==> src/rtl/mem_scan_reader.sv <==
// mem_scan_reader: walks an address window of a 1-cycle-latency sync RAM,
// capturing each byte and holding address/data for a dwell period so the
// seven-segment display chain can show a consistent address/data pair.
//
// state   | meaning
// --------+-------------------------------------------------------------
// IDLE    | waiting for start; outputs hold their reset values
// ISSUE   | mem_addr is stable on the RAM address input
// WAIT    | RAM registers its output; cur_* load from mem_do on exit
// CAPTURE | cur_addr/cur_data just updated, data_valid high this cycle
// DWELL   | hold the displayed byte; count, or wait for step while paused
// DONE    | window finished with WRAP=0; cur_* hold until the next start
module mem_scan_reader #(
  parameter int                ADDR_W       = 16,
  parameter int                DATA_W       = 8,
  parameter logic [ADDR_W-1:0] START_ADDR   = '0,
  parameter logic [ADDR_W-1:0] END_ADDR     = '1,
  parameter int                DWELL_CYCLES = 50_000_000,
  parameter bit                WRAP         = 1'b1
) (
  input  logic              clk_i,
  input  logic              reset_n_i,
  input  logic              start_i,
  input  logic              pause_i,
  input  logic              step_i,
  output logic [ADDR_W-1:0] mem_addr_o,
  output logic              mem_we_o,
  input  logic [DATA_W-1:0] mem_do_i,
  output logic [ADDR_W-1:0] cur_addr_o,
  output logic [DATA_W-1:0] cur_data_o,
  output logic              data_valid_o,
  output logic              busy_o,
  output logic              done_o
);

  localparam logic [2:0] S_IDLE    = 3'd0;
  localparam logic [2:0] S_ISSUE   = 3'd1;
  localparam logic [2:0] S_WAIT    = 3'd2;
  localparam logic [2:0] S_CAPTURE = 3'd3;
  localparam logic [2:0] S_DWELL   = 3'd4;
  localparam logic [2:0] S_DONE    = 3'd5;

  // Counter only has to reach DWELL_CYCLES-1.
  localparam int              CNT_W    = (DWELL_CYCLES > 1) ? $clog2(DWELL_CYCLES) : 1;
  localparam logic [CNT_W-1:0] CNT_LAST = CNT_W'(DWELL_CYCLES - 1);

  logic [2:0]        state_q,    state_d;
  logic [ADDR_W-1:0] mem_addr_q, mem_addr_d;
  logic [ADDR_W-1:0] cur_addr_q, cur_addr_d;
  logic [DATA_W-1:0] cur_data_q, cur_data_d;
  logic [CNT_W-1:0]  cnt_q,      cnt_d;
  logic              advance;

  // Next-state logic: sequencing, dwell timing and address stepping.
  always_comb begin
    state_d    = state_q;
    mem_addr_d = mem_addr_q;
    cur_addr_d = cur_addr_q;
    cur_data_d = cur_data_q;
    cnt_d      = cnt_q;
    advance    = 1'b0;
    case (state_q)
      S_IDLE, S_DONE: begin
        if (start_i) begin
          mem_addr_d = START_ADDR;
          state_d    = S_ISSUE;
        end
      end
      S_ISSUE: state_d = S_WAIT;
      S_WAIT: begin
        // Load address and data together so data_valid lines up with them.
        cur_data_d = mem_do_i;
        cur_addr_d = mem_addr_q;
        state_d    = S_CAPTURE;
      end
      S_CAPTURE: begin
        cnt_d   = '0;
        state_d = S_DWELL;
      end
      S_DWELL: begin
        if (!pause_i) begin
          if (cnt_q == CNT_LAST) advance = 1'b1;
          else                   cnt_d   = cnt_q + CNT_W'(1);
        end else if (step_i) begin
          advance = 1'b1;
        end
        if (advance) begin
          cnt_d = '0;
          // Explicit wrap compare; END_ADDR may be all-ones.
          if (mem_addr_q == END_ADDR) begin
            if (WRAP) begin
              mem_addr_d = START_ADDR;
              state_d    = S_ISSUE;
            end else begin
              state_d    = S_DONE;
            end
          end else begin
            mem_addr_d = mem_addr_q + ADDR_W'(1);
            state_d    = S_ISSUE;
          end
        end
      end
      default: state_d = S_IDLE;
    endcase
  end

  // State and datapath registers with asynchronous active-low reset.
  always_ff @(posedge clk_i or negedge reset_n_i) begin
    if (!reset_n_i) begin
      state_q    <= S_IDLE;
      mem_addr_q <= START_ADDR;
      cur_addr_q <= START_ADDR;
      cur_data_q <= '0;
      cnt_q      <= '0;
    end else begin
      state_q    <= state_d;
      mem_addr_q <= mem_addr_d;
      cur_addr_q <= cur_addr_d;
      cur_data_q <= cur_data_d;
      cnt_q      <= cnt_d;
    end
  end

  assign mem_addr_o   = mem_addr_q;
  assign mem_we_o     = 1'b0;
  assign cur_addr_o   = cur_addr_q;
  assign cur_data_o   = cur_data_q;
  assign data_valid_o = (state_q == S_CAPTURE);
  assign busy_o       = (state_q != S_IDLE) && (state_q != S_DONE);
  assign done_o       = (state_q == S_DONE);

endmodule

==> config.mk <==
export PLATFORM = sky130hd
export DESIGN_NAME = mem_scan_reader
export DESIGN_NICKNAME = d
export VERILOG_FILES = /design/src/rtl/mem_scan_reader.sv
export SDC_FILE = /design/constraint.sdc
export NUM_CORES = 1
export LEC_CHECK = 0
export BUFFER_PORTS_ARGS = -buffer_cell sky130_fd_sc_hd__buf_2
export CAP_MARGIN = 20
export CORE_MARGIN = 3
export CORE_UTILIZATION = 56
export CTS_CLUSTER_DIAMETER = 40
export DETAILED_ROUTE_END_ITERATION = 10
export PLACE_DENSITY = 0.76
export RECOVER_POWER = 25
export SKIP_LAST_GASP = 1
export SYNTH_ARGS = -nofsm -noshare
export SYNTH_HDL_FRONTEND = slang
export SYNTH_SLANG_ARGS = --single-unit
==> constraint.sdc <==
create_clock -name clk_i -period 2.4 [get_ports clk_i]
set_input_delay 0.48 -clock clk_i [delete_from_list [all_inputs] [get_ports clk_i]]
set_output_delay 0.48 -clock clk_i [all_outputs]
set_load 0.01 [all_outputs]
==> flow_metrics.py, run 1 <==
metrics = {
    "power": {
        "p_int_mw": 2.729,
        "p_per_area_mw_per_mm2": 1001,
        "ir_worst_vdd_uv": 909.6,
        "power_frac_comb_pct": 32.2,
        "p_sw_share_pct": 33.53,
        "pwr-share-seq_pct": 38.6,
        "p_switching_mw": 1.377,
        "leakagePower_nw": 1.953,
        "power_frac_clock_pct": 29.3,
    },
    "yosys": {
        "yosysTopAreaCell": "dfrtp_1",
        "synth_cell_types": 59,
        "synthCells": 327,
        "synthFlopType": "dfrtp_1",
        "synth_nets": 342,
        "netlist.area_leader.share_pct": 49.55,
        "yosysWarningCount": 0,
        "yosysMostFrequentCell": "dfrtp_1",
        "async_reset_ff_share_pct": 100.0,
        "ys_seq_area_share_pct": 49.55,
        "syn_area_per_cell_um2": 10.66,
        "synthAdderAreaFrac_pct": 0.7181,
        "ys_top_cells_by_area": "dfrtp_1, mux2_2, xor2_1, nor2_1, nand4_1",
        "synth_edf_count": 0,
        "synthMuxAreaShare_pct": 8.366,
        "syn_area_mm2": 0.003485,
        "synth_compound_area_share_pct": 11.96,
        "synth-xor-area-share_pct": 6.032,
        "synthTopCellsByCount": "dfrtp_1, nor2_1, mux2_2",
        "synth-simple-area-share_pct": 19.68,
        "synth_top_family_by_area": "simple AND/OR/NAND/NOR gates",
        "synth-seq-cells": 69,
    },
    "global_routing": {
        "grt_max_degree": 70,
        "grt.total_usage_pct": 22.37,
        "globalRouteOverflowTotal": 0,
        "grt_pass1_wl_um": 12940,
        "grt_pass1_vias": 2765,
        "antenna_found_initial": 0,
    },
    "drt": {
        "routed_wirelength_um": 7511,
        "initialDrtViolationCount": 169,
        "drc_errors": 0,
        "drt-vias-per-instance": 5.682,
        "wl_per_cell_um": 16.01,
        "vias": 2665,
        "final_antenna_net_count": 0,
        "first_pass_iters": 4,
    },
    "sta": {
        "worstMarginPinSlew_ps": 1634,
        "hold_violations": 0,
        "setup_viol": 0,
        "rsz0062_at_grt": "no",
        "max_freq_ghz": 0.4673,
        "finalClockSkew_ps": 9.371,
        "drv_slew": 70,
        "setup_tns_ps": 0,
        "min_period_ps": 2140,
        "max_slew_margin_pct": -8.962,
        "period_share_pct": 89.16,
    },
    "worst_setup_path": {
        "critical_path_class": "flop to flop",
        "crit_fanout": 11,
        "crit_arrival_ps": 2370,
        "path_delay_family": "compound AO/OA/AOI/OAI gates",
        "worstPathCellList": "ha_1 -> nand4_2 -> or2_1 -> o31a_1 -> nand2_1 -> a221o_1",
        "path_buf_inv": 0,
        "cp-start-kind": "flop",
        "cp-end-kind": "flop",
        "critical-path-max-stage-delay_ps": 490,
        "crit_slowest_cell": "o31a_1",
        "cp_data_required_time_ps": 2630,
    },
    "placement": {
        "hpwl_um": 5243,
        "place_area_mm2": 0.003861,
        "port_buffers": 55,
        "place.gp.congestion": 0.8531,
    },
    "layout": {
        "stdcell_area_mm2": 0.004104,
        "syn2layout_area_growth_pct": 17.77,
        "diodes": 0,
        "drive_gt1_share_pct": 29.70,
        "layout.nets": 404,
        "utilization_pct": 68.50,
    },
    "cts": {
        "cts_resized": 0,
        "insertion_delay_ps": 340,
        "clk_transition_reported_paths_ps": 80,
        "root_buffer": "clkbuf_8",
        "cts_buffers": 9,
        "cts_hold_buf": 0,
        "postCtsSetupRepairBufs": 0,
        "cts_tree": "yes",
        "cts.path.max_buffers": 2,
        "cts.sinks": 69,
        "cts_max_level": 3,
    },
    "floorplanning": {
        "dieWidth_um": 84.88,
        "row_count": 28,
        "die_y_um": 84.88,
        "initial_core_util_pct": 58.17,
        "ios": 57,
        "core_area_mm2": 0.005991,
        "dieArea_mm2": 0.007205,
    },
    "outcome": {
        "status": "complete, but fails checks",
        "violations": "max-capacitance violations, max-slew violations",
    },
    "min_path": {
        "hp-class": "primary input to flop",
    },
    "run": {
        "drv_cap": 1,
    },
}
area by class of cell:
cell class | count | area (um2)
Multi-Input combinational cell | 236 | 1635
Sequential cell | 69 | 1727
Clock inverter | 5 | 106.4
Inverter | 8 | 30.03
Fill cell | 469 | 1887
Clock buffer | 11 | 151.4
Timing Repair Buffer | 65 | 360.3
Tap cell | 75 | 93.84
through the flow:
step	hold WS, ps	total power, mW	setup slack, ps	instances
finish	371.4	4.106	260.0	469
global route	360.9	4.340	96.87	469
CTS	159.7	4.155	256.1	469
detailed placement	490.2	2.953	233.2	453
global placement	485.3	2.894	247.0	453
floorplan	184.4	2.486	535.4	327
sequential cells by signal, summed over array words and instances (netlist names):
| register | flops |
|---|---|
| cur_data_o | 8 |
| state_q | 3 |
| cur_addr_o | 16 |
| mem_addr_o | 16 |
| cnt_q | 26 |
final timing paths:
path                                             from                    endpoint  slack [ps]  cells past startpoint
setup / recovery                 cnt_q[0]$_DFFE_PN0P_   mem_addr_o[8]$_DFFE_PN0P_         260                      6
min in group asynchronous                   reset_n_i        cnt_q[9]$_DFFE_PN0P_         640                      2
max in group asynchronous                   reset_n_i       cnt_q[23]$_DFFE_PN0P_         790                      2
setup reg to reg                 cnt_q[0]$_DFFE_PN0P_   mem_addr_o[8]$_DFFE_PN0P_         260                      6
hold / removal                            mem_do_i[5]   cur_data_o[5]$_DFFE_PN0N_         370                      2
hold reg to reg            cur_addr_o[12]$_DFFE_PN0N_  cur_addr_o[12]$_DFFE_PN0N_         500                      1
power groups by stage:
stage          registers, mW  clock network (mW)  logic (mW)
3_3_place_gp            1.59                   0        1.30
5_1_grt                 1.62                1.27        1.45
6_report                1.58                1.20        1.32
3_5_place_dp            1.60                   0        1.35
2_1_floorplan           1.67                   0       0.813
4_1_cts                 1.58                1.22        1.35
worst register-to-register path, stage by stage, from the launching register on:
cell and delay, ps:
dfrtp_1 420, ha_1 250, nand4_2 140, or2_1 130, o31a_1 490, nand2_1 230
a221o_1 360
routing by layer:
layer	track usage, %	up-vias	routed length [um]
li1	-	1305	-
met1	28.85	1299	3369
met2	37.79	53	3810
met3	3.786	8	258
met4	8.777	0	72
met5	0	-	0
cells in the final DEF, fill, tap and decap left out, types with 5 or more instances in the layout:
master,instances
a2bb2oi_1,5
and3_1,10
buf_2,55
buf_4,8
clkbuf_8,11
dfrtp_1,69
inv_1,7
mux2_2,25
nand2_1,22
nand3_1,15
nand4_1,17
nor2_1,37
o211ai_1,6
xor2_1,22
cells by family (layout without fill, tap and decap cells):
family,count (synthesis),after routing
other,1,1
flip-flops,69,69
adder cells (fa/ha/maj),2,2
multiplexers,26,26
AO/OA/AOI/OAI,52,52
AND/OR/NAND/NOR,131,131
buffers and inverters,22,89
XOR/XNOR,24,24
Note: power is estimated with default switching activity, not from simulation.
==> run 2, diff against run 1 <==
--- a/config.mk
+++ b/config.mk
@@ -5,13 +5,13 @@
 export SDC_FILE = /design/constraint.sdc
 export NUM_CORES = 1
 export LEC_CHECK = 0
-export BUFFER_PORTS_ARGS = -buffer_cell sky130_fd_sc_hd__buf_2
 export CAP_MARGIN = 20
 export CORE_MARGIN = 3
 export CORE_UTILIZATION = 56
 export CTS_CLUSTER_DIAMETER = 40
 export DETAILED_ROUTE_END_ITERATION = 10
-export PLACE_DENSITY = 0.76
+export DONT_BUFFER_PORTS = 1
+export PLACE_DENSITY = 0.68
 export RECOVER_POWER = 25
 export SKIP_LAST_GASP = 1
 export SYNTH_ARGS = -nofsm -noshare
==> run 2 against run 1 <==
The flow still finishes with violations (max-capacitance violations, max-slew violations). Via count shrank 6.4%. Total power shrank 8.3%. Sequential share of layout area grew 3.3 points. Critical endpoint is now mem_addr_o[15]$_DFFE_PN0P_. Largest cell class unchanged.
==> flow_metrics.py, run 2 (synthesis gave the netlist of run 1 again) <==
metrics = {
    "outcome": {
        "status": "complete, but fails checks",
        "violations": "max-capacitance violations, max-slew violations",
    },
    "cts": {
        "postCtsSetupRepairBufs": 0,
        "cts_tree": "yes",
        "cts_buffers": 9,
        "insertion_delay_ps": 340,
        "cts_resized": 0,
        "cts_max_level": 3,
        "clk_transition_reported_paths_ps": 70,
        "root_buffer": "clkbuf_8",
        "cts.path.max_buffers": 2,
        "cts.sinks": 69,
    },
    "power": {
        "p_per_area_mw_per_mm2": 990.1,
        "leakagePower_nw": 1.680,
        "ir_worst_vdd_uv": 640.2,
    },
    "global_routing": {
        "grt.total_usage_pct": 21.30,
        "antenna_found_initial": 0,
        "grt_max_degree": 70,
        "grt_pass1_vias": 2565,
        "grt_pass1_wl_um": 12210,
        "globalRouteOverflowTotal": 0,
    },
    "layout": {
        "final_cells": 415,
        "mostFrequentLayoutCells": "dfrtp_1, nor2_1, mux2_2, nand2_1, xor2_1",
        "syn2layout_area_growth_pct": 9.120,
        "largest_register_ffs": 26,
        "final_common_cell": "dfrtp_1",
        "top_register": "cnt_q",
        "layout.nets": 350,
        "drive_gt1_share_pct": 18.53,
        "diodes": 0,
    },
    "sta": {
        "drv_slew": 70,
        "setup_tns_ps": 0,
        "setup_viol": 0,
        "worstMarginPinSlew_ps": 1670,
        "finalClockSkew_ps": 6.274,
        "rsz0062_at_grt": "no",
        "max_freq_ghz": 0.4696,
        "max_slew_margin_pct": -11.31,
        "hold_violations": 0,
        "period_share_pct": 88.74,
        "min_period_ps": 2130,
    },
    "drt": {
        "drt-vias-per-instance": 6.012,
        "final_antenna_net_count": 0,
        "routed_wirelength_um": 7081,
        "first_pass_iters": 4,
        "initialDrtViolationCount": 86,
        "wl_per_cell_um": 17.06,
        "drc_errors": 0,
        "vias": 2495,
    },
    "placement": {
        "place.gp.congestion": 0.7820,
        "hpwl_um": 4932,
        "port_buffers": 0,
        "place_inst": 398,
    },
    "worst_setup_path": {
        "cp-start-kind": "flop",
        "cp-end-kind": "flop",
        "crit_fanout": 11,
        "cp_data_required_time_ps": 2600,
        "rrSetupSlack_ps": 270,
        "critical_path_class": "flop to flop",
        "crit_arrival_ps": 2330,
    },
    "run": {
        "drv_cap": 1,
    },
    "min_path": {
        "hp-class": "primary input to flop",
    },
    "floorplanning": {
        "dieArea_mm2": 0.007205,
        "die_y_um": 84.88,
        "ios": 57,
        "row_count": 28,
        "dieWidth_um": 84.88,
        "initial_core_util_pct": 58.17,
        "core_area_mm2": 0.005991,
    },
}
-- run 2: changes by cell type in the layout (fill, tap and decap cells not counted) --
cell	before	now
buf_4	8	9
clkinv_2	0	2
clkbuf_8	11	10
bufinv_16	3	2
buf_2	55	0
-- run 2: metrics by stage --
stage          setup slack (ps)  util [%]  hold WS (ps)  area, um2  power (mW)
2_1_floorplan             535.4         -         184.4       3485       2.486
3_3_place_gp              299.0     59.65         186.1       3573       2.692
3_5_place_dp              274.7     59.65         186.1       3573       2.723
4_1_cts                   264.4     63.85         21.46       3825       3.812
5_1_grt                   93.88     63.47         269.7       3802       3.993
6_report                  270.4     63.47         288.5       3802       3.765
-- run 2: final timing paths --
| kind | from | end | cells after the start |
|---|---|---|---|
| setup / recovery | cnt_q[0]$_DFFE_PN0P_ | mem_addr_o[15]$_DFFE_PN0P_ | 6 |
| hold / removal | mem_do_i[6] | cur_data_o[6]$_DFFE_PN0N_ | 1 |
| setup reg to reg | cnt_q[0]$_DFFE_PN0P_ | mem_addr_o[15]$_DFFE_PN0P_ | 6 |
| hold reg to reg | state_q[2]$_DFFE_PN0P_ | state_q[1]$_DFFE_PN0P_ | 1 |
| max in group asynchronous | reset_n_i | mem_addr_o[15]$_DFFE_PN0P_ | 1 |
| min in group asynchronous | reset_n_i | cnt_q[8]$_DFFE_PN0P_ | 1 |
-- run 2: timing repair --
item | 4_1_cts | 5_1_grt
hold buffers | 1 | 0
hold endpoints to repair | 69 | 0
setup endpoints to repair | 0 | 0
-- run 2: report_power, final --
group          total [mW]  internal, mW  switching, mW
logic               0.993         0.440          0.553
clock network        1.06         0.611          0.444
registers            1.72          1.40          0.321
total                3.76          2.45           1.32
-- run 2: final cells by class --
| type | instances | area, um2 |
|---|---|---|
| tap | 75 | 93.84 |
| clock buffer | 10 | 137.6 |
| inverter | 8 | 30.03 |
| multi-input combinational | 236 | 1635 |
| clock inverter | 6 | 86.33 |
| sequential | 69 | 1727 |
| timing repair buffer | 11 | 92.59 |
| fill | 467 | 2188 |
-- run 2: worst max-delay path, stage by stage, from the launching register on --
cell	delay, ps
dfrtp_1	390
ha_1	220
nand4_2	160
or2_1	260
o31a_1	430
o21ai_4	350
o221ai_1	160
-- run 2: layer usage --
layer	GRT usage, %	share of wire, %	vias to the layer above
met5	0	0	-
met4	7.770	1.2	0
met3	5.146	3.8	8
met2	36.23	49	47
met1	26.49	46	1235
li1	-	-	1205
